### src/rtl/pack_8_n_if.sv
// Lane-packer bus bundle: the narrow lane input side and the packed-word
// output side, each with its own valid/ready handshake.
interface pack_8_n_if #(
  parameter int IN_W  = 8,
  parameter int RATIO = 4
);
  localparam int OUT_W = IN_W * RATIO;

  logic [IN_W-1:0]  data_in;
  logic             valid_in;
  logic             in_ready;
  logic             flush_in;
  logic [OUT_W-1:0] data_out;
  logic [RATIO-1:0] keep_out;
  logic             valid_out;
  logic             out_ready;

  // Upstream de-serialiser plus downstream sink, as seen by the environment.
  modport master (
    output data_in, valid_in, flush_in, out_ready,
    input  in_ready, data_out, keep_out, valid_out
  );

  // The packer itself.
  modport slave (
    input  data_in, valid_in, flush_in, out_ready,
    output in_ready, data_out, keep_out, valid_out
  );
endinterface

### src/rtl/pack_8_n.sv
// Lane packer: collects RATIO lanes of IN_W bits MSB-first into one word,
// with output back-pressure, partial-word flush (explicit or after an idle
// timeout) and a per-lane keep mask marking which lanes of the word are real.
module pack_8_n #(
  parameter int IN_W     = 8,
  parameter int RATIO    = 4,
  parameter int IDLE_CYC = 4
) (
  input  logic          clk_4f,
  input  logic          reset,
  pack_8_n_if.slave     bus
);
  localparam int OUT_W = IN_W * RATIO;
  localparam int ACC_W = OUT_W - IN_W;
  localparam int CW    = (RATIO > 1) ? $clog2(RATIO) : 1;
  localparam int LW    = CW + 1;
  localparam int IW    = (IDLE_CYC > 0) ? $clog2(IDLE_CYC + 1) : 1;

  logic [ACC_W-1:0] acc_q, acc_d;
  logic [CW-1:0]    cnt_q, cnt_d;
  logic [IW-1:0]    idle_q, idle_d;
  logic [OUT_W-1:0] data_out_q, data_out_d;
  logic [RATIO-1:0] keep_q, keep_d;
  logic             valid_q, valid_d;

  logic             in_ready;
  logic             accept;
  logic [LW-1:0]    lanes_n;
  logic             idle_step;
  logic [IW-1:0]    idle_next;
  logic             auto_flush;
  logic             emit;
  logic [OUT_W-1:0] held_w;
  logic [OUT_W-1:0] packed_w;
  logic [RATIO-1:0] packed_keep;

  // A new lane may only enter when the output register is free or being drained.
  assign in_ready      = !valid_q || bus.out_ready;
  assign bus.in_ready  = in_ready;
  assign bus.data_out  = data_out_q;
  assign bus.keep_out  = keep_q;
  assign bus.valid_out = valid_q;

  // Decide this edge's accept/emit and build the candidate output word.
  always_comb begin
    accept    = bus.valid_in && in_ready;
    lanes_n   = {1'b0, cnt_q} + LW'(accept);

    // The idle counter saturates; the timeout fires on the edge it reaches
    // IDLE_CYC, or later on the first edge the output side lets us through.
    idle_step  = (cnt_q != '0) && !accept && (idle_q != IW'(IDLE_CYC));
    idle_next  = idle_step ? idle_q + IW'(1) : idle_q;
    auto_flush = (IDLE_CYC != 0) && (idle_next == IW'(IDLE_CYC));

    emit = in_ready && (lanes_n != '0) &&
           ((lanes_n == LW'(RATIO)) || bus.flush_in || auto_flush);

    // Held lanes sit right-justified in the accumulator; left-justify them
    // so the first lane lands in the MSBs and unused lanes read as zero.
    held_w      = accept ? {acc_q, bus.data_in} : {{IN_W{1'b0}}, acc_q};
    packed_w    = held_w << (IN_W * (RATIO - int'(lanes_n)));
    packed_keep = ~({RATIO{1'b1}} >> lanes_n);

    acc_d      = acc_q;
    cnt_d      = cnt_q;
    idle_d     = idle_next;
    data_out_d = data_out_q;
    keep_d     = keep_q;
    valid_d    = valid_q;

    if (valid_q && bus.out_ready) begin
      valid_d = 1'b0;
    end

    if (emit) begin
      data_out_d = packed_w;
      keep_d     = packed_keep;
      valid_d    = 1'b1;
      acc_d      = '0;
      cnt_d      = '0;
      idle_d     = '0;
    end else if (accept) begin
      acc_d  = held_w[ACC_W-1:0];
      cnt_d  = lanes_n[CW-1:0];
      idle_d = '0;
    end
  end

  // State and registered outputs; reset discards any partial lanes at once.
  always_ff @(posedge clk_4f or negedge reset) begin
    if (!reset) begin
      acc_q      <= '0;
      cnt_q      <= '0;
      idle_q     <= '0;
      data_out_q <= '0;
      keep_q     <= '0;
      valid_q    <= 1'b0;
    end else begin
      acc_q      <= acc_d;
      cnt_q      <= cnt_d;
      idle_q     <= idle_d;
      data_out_q <= data_out_d;
      keep_q     <= keep_d;
      valid_q    <= valid_d;
    end
  end
endmodule
### src/flat_wrapper.sv
// flat-port wrapper written by rule: the top's interface ports become plain ports
module pack_8_n_flat 
#(
  parameter int IN_W     = 8,
  parameter int RATIO    = 4,
  parameter int IDLE_CYC = 4
)
  (clk_4f, reset, bus_data_in, bus_valid_in, bus_flush_in, bus_out_ready, bus_in_ready, bus_data_out, bus_keep_out, bus_valid_out);
  pack_8_n_if #(.IN_W(IN_W), .RATIO(RATIO)) bus_i ();
  input  logic clk_4f;
  input  logic reset;
  input wire logic [$bits(bus_i.data_in)-1:0] bus_data_in;
  input wire logic [$bits(bus_i.valid_in)-1:0] bus_valid_in;
  input wire logic [$bits(bus_i.flush_in)-1:0] bus_flush_in;
  input wire logic [$bits(bus_i.out_ready)-1:0] bus_out_ready;
  output wire logic [$bits(bus_i.in_ready)-1:0] bus_in_ready;
  output wire logic [$bits(bus_i.data_out)-1:0] bus_data_out;
  output wire logic [$bits(bus_i.keep_out)-1:0] bus_keep_out;
  output wire logic [$bits(bus_i.valid_out)-1:0] bus_valid_out;
  assign bus_i.data_in = bus_data_in;
  assign bus_i.valid_in = bus_valid_in;
  assign bus_i.flush_in = bus_flush_in;
  assign bus_i.out_ready = bus_out_ready;
  assign bus_in_ready = bus_i.in_ready;
  assign bus_data_out = bus_i.data_out;
  assign bus_keep_out = bus_i.keep_out;
  assign bus_valid_out = bus_i.valid_out;
  pack_8_n #(.IN_W(IN_W), .RATIO(RATIO), .IDLE_CYC(IDLE_CYC)) u_core (.clk_4f(clk_4f), .reset(reset), .bus(bus_i));
endmodule
### config.mk
export PLATFORM = sky130hd
export DESIGN_NAME = pack_8_n_flat
export DESIGN_NICKNAME = d
export VERILOG_FILES = /design/src/rtl/pack_8_n_if.sv /design/src/rtl/pack_8_n.sv /design/src/flat_wrapper.sv
export SDC_FILE = /design/constraint.sdc
export NUM_CORES = 1
export LEC_CHECK = 0
export BUFFER_PORTS_ARGS = -buffer_cell sky130_fd_sc_hd__clkbuf_2
export CAP_MARGIN = 30
export CORE_ASPECT_RATIO = 2
export CORE_MARGIN = 4
export CORE_UTILIZATION = 51
export DETAILED_ROUTE_END_ITERATION = 10
export MAX_ROUTING_LAYER = met4
export PLACE_DENSITY = 0.78
export SYNTH_ARGS = -nofsm -noshare
export SYNTH_HDL_FRONTEND = slang
export SYNTH_SLANG_ARGS = --single-unit
### constraint.sdc
create_clock -name clk_4f -period 3.05 [get_ports clk_4f]
set_clock_uncertainty 0.15 [all_clocks]
set_input_delay 0.4575 -clock clk_4f [delete_from_list [all_inputs] [get_ports clk_4f]]
set_output_delay 0.4575 -clock clk_4f [all_outputs]
set_load 0.02 [all_outputs]
---- Word level (Yosys, flattened, before mapping) ----
Cells that the tools add are included.
storage, ports and cells
  logic and storage cells ................. 40
  output and inout bits ................... 38
  flip-flop bits (word level) ............. 66
cells by class
  reduce and logical (&&, ||, !) cells .... 15
  equality and inequality tests ........... 3
  mux-type cells .......................... 10
  bitwise gates (word level) .............. 1
  shifts and indexed selects .............. 2
  add/sub/neg operators ................... 3
operators by type and width
  operator                                                           number
  24-bit 2-to-1 mux                                                  2
  32-bit 2-to-1 mux                                                  1
  32-bit by 32-bit << shifter with 32-bit output                     1
  3-bit 2-to-1 mux                                                   3
  3-bit == test, second input constant                               2
  1-bit logical AND                                                  6
  2-bit nonzero test                                                 3
  2-bit 2-to-1 mux                                                   2
  4-bit inverter                                                     1
  4-bit by 3-bit >> shifter with 4-bit output, first input constant  1
  3-bit by 3-bit subtractor with 4-bit output, first input constant  1
  2-bit by 1-bit adder with 3-bit output                             1
  3-bit by 1-bit adder with 3-bit output, second input constant      1
  1-bit logical OR                                                   3
  3-bit != test, second input constant                               1
  3-bit nonzero test                                                 1
  1-bit logical NOT                                                  2
  1-bit 2-to-1 mux                                                   2

---- Longest topological paths before layout ----
  word-level depth ........................ 11
  mapped depth ............................ 18
  gate-level depth less buffers ........... 14

---- Least setup slack after synthesis ----
OpenSTA, ideal clock, no wires.
  kind .................................... register to register
  from .................................... register u_core.valid_q, in the netlist u_core.bus.valid_out
  to ...................................... register u_core.data_out_q[18], in the netlist u_core.bus.data_out[18]
  clock period less this slack ............ 3.387 ns
  cell stages (with the launch flop) ...... 17
  arrival time ............................ 3.127 ns
  slack ................................... -0.337 ns
  path buffers ............................ 5
  setup time .............................. 0.110 ns
  cell sequence ........................... dfrtp_1 nor2b_4 inv_2 nand2_1 inv_2 buf_4 buf_2 ha_1 buf_2 inv_1 ha_1 ha_1 o41ai_4 buf_6 buf_2 nand2_1 o41ai_1
on the way
  cells in the longest elaborated chain, start to end .. 10
  elaborated cells between the ends (all ways) .. 18
  those cells by class .................... add/sub (2); eq/ne (2); shift (1); mux (2); reduce/logical (11)
RTL lines
  element                                                                                              line                source
  start: declaration                                                                                   pack_8_n.sv:24      logic valid_q, valid_d;
  start signal: assignment                                                                             pack_8_n.sv:104     valid_q <= valid_d;
  1-bit logical NOT (*)                                                                                pack_8_n.sv:38      assign in_ready = !valid_q || bus.out_ready;
  1-bit logical OR (*)                                                                                 pack_8_n.sv:38
  net bus_in_ready                                                                                     flat_wrapper.sv:16  output wire logic [$bits(bus_i.in_ready)-1:0] bus_in_ready;
  parallel branches: the longest is 8 deep, another holds 3-bit by 3-bit subtractor with 4-bit output  -
  end signal: assignment                                                                               pack_8_n.sv:102     data_out_q <= data_out_d;
  end: declaration                                                                                     pack_8_n.sv:22      logic [OUT_W-1:0] data_out_q, data_out_d;
Mark *: on every way through the listed nets, which the timed path passes.
A chain may end at the register's enable or synchronous reset.

---- Worst setup path in the final report ----
  from .................................... register u_core.valid_q, in the netlist u_core.bus.valid_out
  to ...................................... register u_core.data_out_q[1], in the netlist u_core.bus.data_out[1]
on the way
  cells in the longest elaborated chain, start to end .. 10
  elaborated cells between the ends (all ways) .. 18
  those cells by class .................... add/sub (2); eq/ne (2); shift (1); mux (2); reduce/logical (11)
RTL lines
  element                                                                                              line
  1-bit logical NOT (*)                                                                                pack_8_n.sv:38
  1-bit logical OR (*)                                                                                 pack_8_n.sv:38
  parallel branches: the longest is 8 deep, another holds 3-bit by 3-bit subtractor with 4-bit output  -
Every way passes the cells marked *.

==> flow_summary.yaml <==
min_path:
  hold_start: "bus_out_ready"
  hold_class: "input pin to register"
timing:
  period_share_pct: 94.2
  slew-limit-headroom_pct: 59.6
  drv_slew: 0
  tightest_slew_ns: 0.606
  max_freq_mhz: 348
  min_period_ns: 2.87
  rsz0062_at_grt: "no"
  final-setup-viol-count: 0
  hold_viol: 0
clock_network:
  cts_root_buf: "clkbuf_16"
  numCtsBuffers: 9
  clkTransAtPathRegs_ns: 0.05
  clk_latency_ns: 0.33
  cts_sinks: 66
  htreeDepth: 3
  cts_tree: "done"
  clock_path_buffers: 2
  cts_setup_buffers: 0
worst_setup_path:
  r2r_slack_ns: 0.18
  cp.required_ns: 3.09
  critical_path.slowest_cell: "dfrtp_2"
  cpPeakStageDelay_ns: 0.39
  worstSetupPathType: "register to register"
  reg2reg_from: "u_core.bus.valid_out$_DFFE_PN0P_"
  worstPathCellList: "nor2b_4 -> inv_4 -> nand2_2 -> inv_2 -> ha_1 -> inv_1 -> ha_4 -> inv_1 -> ha_1 -> ha_2 -> o41ai_4 -> buf_4 -> buf_12 -> o31ai_1"
  crit_arrival_ns: 2.92
  cp-end-kind: "register"
  cp-start-kind: "register"
  worstPathMaxFanout: 40
  cp-startpoint: "u_core.bus.valid_out$_DFFE_PN0P_"
run:
  drv_cap: 0
place:
  gp_congestion: 0.858
  portBuffers: 50
  dp_cells: 468
  dp_hpwl_mm: 6.38
global_route:
  grt_first_pass_wirelength_mm: 14.3
  overflow: 0
  grt_max_degree: 44
  grt_pass1_vias: 2903
  antenna_found_initial: 0
  grt_usage_pct: 24.9
floorplanning:
  ios: 51
  core_area_mm2: 0.00631
  die-area_mm2: 0.00796
  std_cell_rows: 41
  die_w_um: 65.1
  start_util_pct: 52.7
  fp.dieH_um: 122
route:
  routed_wl_mm: 8.76
  drc: 0
  drt_iter0_drc: 149
  drt-pass1-iter-count: 5
  wl_per_cell_um: 18.1
  vias: 2813
  antenna_left: 0
  vias_per_cell: 5.80
synth:
  synthFlopType: "dfrtp_1"
  yosys_warnings: 0
  synth-edff-count: 0
  synth.distinct_cells: 39
  synth_seq_area_share_pct: 49.6
  synthArstFlopShare_pct: 100
  netlist_area_mm2: 0.00333
  synthCells: 333
  ys_ff_latch: 66
  syn_avg_cell_area_um2: 9.99
  syn_nets: 354
final_layout:
  utilization_pct: 66.1
  layout-drive-gt1-share_pct: 28.8
  nNetsFinal: 415
  syn_to_final_growth_pct: 25.3
  fin_cells: 485
  diodes: 0
  final_cell_mix: "65 x dfrtp_1, 50 x clkbuf_2, 40 x nand2_1, 40 x nor2_1"
  layout_commonest_cell: "dfrtp_1"
power_and_ir_drop:
  power_per_cell_area_mw_per_mm2: 1210
  vdd_drop_max_mv: 0.666
  power.leakage_nw: 2.03
outcome:
  outcome: "completed"
-- layer usage --
metal / part of all wire [%] / track usage, % / up-vias
li1: - / - / 1310
met1: 34 / 25.1 / 1365
met2: 54 / 42.1 / 101
met3: 4.8 / 4.30 / 37
met4: 7.2 / 19.1 / 0
met5: 0 / - / -
-- synthesized netlist by cell type (3+ instances only) --
master | number | area (µm²)
a2111oi_2 | 3 | 45.0
a21oi_1 | 21 | 105
clkbuf_1 | 8 | 30.0
a221oi_1 | 5 | 43.8
and2_1 | 5 | 31.3
o41ai_1 | 5 | 43.8
nor3_1 | 9 | 45.0
nor2_1 | 41 | 154
ha_1 | 8 | 100
inv_1 | 9 | 33.8
mux2i_1 | 21 | 210
o21ai_0 | 10 | 50.1
o21ai_1 | 3 | 15.0
a21o_1 | 6 | 45.0
o22a_1 | 9 | 78.8
mux2_2 | 5 | 56.3
nand2b_1 | 6 | 37.5
o31ai_1 | 16 | 120
nand2_1 | 42 | 158
dfrtp_1 | 66 | 1650
buf_2 | 10 | 50.1
-- final timing paths --
kind | to | cells after the start
min reg2reg | u_core.bus.keep_out[3]$_DFFE_PN0P_ | 1
min in group asynchronous | u_core.bus.data_out[7]$_DFFE_PN0P_ | 2
max in group asynchronous | u_core.bus.valid_out$_DFFE_PN0P_ | 3
min | u_core.bus.valid_out$_DFFE_PN0P_ | 4
max reg2reg | u_core.bus.data_out[1]$_DFFE_PN0P_ | 14
max | u_core.bus.data_out[1]$_DFFE_PN0P_ | 14
-- state kept, by name (all words and copies together), names as in the netlist --
| signal | cells |
|---|---|
| u_core.idle_q | 3 |
| u_core.bus.valid_out | 1 |
| u_core.bus.data_out | 32 |
| u_core.cnt_q | 2 |
| u_core.acc_q | 24 |
| u_core.bus.keep_out | 4 |
-- layout make-up --
type                            count  area (µm²)
Clock inverter                      5        77.6
Clock buffer                       11         243
Inverter                           11        43.8
Timing Repair Buffer               74         462
Fill cell                         521        2140
Sequential cell                    66        1650
Tap cell                           86         108
Multi-Input combinational cell    232        1580
-- repair_timing --
| item | 4_1_cts | 5_1_grt |
|---|---|---|
| gates resized for setup | 0 | 9 |
| hold endpoints to repair | 23 | 0 |
| setup endpoints to repair | 0 | 5 |
| hold buffers | 1 | 0 |
-- kinds of logic (layout without fill, tap and decap cells) --
logic type / after synthesis / count (layout) / share of synthesized area [%]
flops: 66 / 66 / 49.6
mux: 26 / 26 / 8.01
compound gates: 86 / 86 / 19.3
buf+inv: 35 / 101 / 5.00
xor+xnor: 2 / 2 / 0.527
simple gates: 110 / 110 / 14.5
fa+ha+maj: 8 / 8 / 3.01
-- worst max-delay path: cells and delay by family (launching register included) --
family / cells / cell delay, ns
AO/OA/AOI/OAI: 2 / 0.48
adder cells (fa/ha/maj): 4 / 0.81
buffers and inverters: 6 / 0.69
flip-flops: 1 / 0.39
AND/OR/NAND/NOR: 2 / 0.19
-- power by group --
part / switching [mW] / leakage (nW) / total, mW / internal [mW]
sequential: 0.197 / 0.878 / 1.38 / 1.18
combinational: 1.64 / 0.997 / 2.58 / 0.943
clock: 0.367 / 0.156 / 1.10 / 0.734
total: 2.20 / 2.03 / 5.06 / 2.86
-- through the flow --
stage          area [µm²]  worst slack [ns]  hold slack (ns)  total power [mW]  TNS (ns)
2_1_floorplan        3390           -0.0125           0.0119              3.08    -0.172
3_3_place_gp         3800             0.101            0.302              3.81         0
3_5_place_dp         3800          -0.00805            0.311              3.87  -0.00805
4_1_cts              4130            0.0702            0.284              5.00         0
5_1_grt              4170          0.000826            0.317              5.36         0
6_report             4170             0.177            0.288              5.06         0
(Power assumes the default switching activity.)
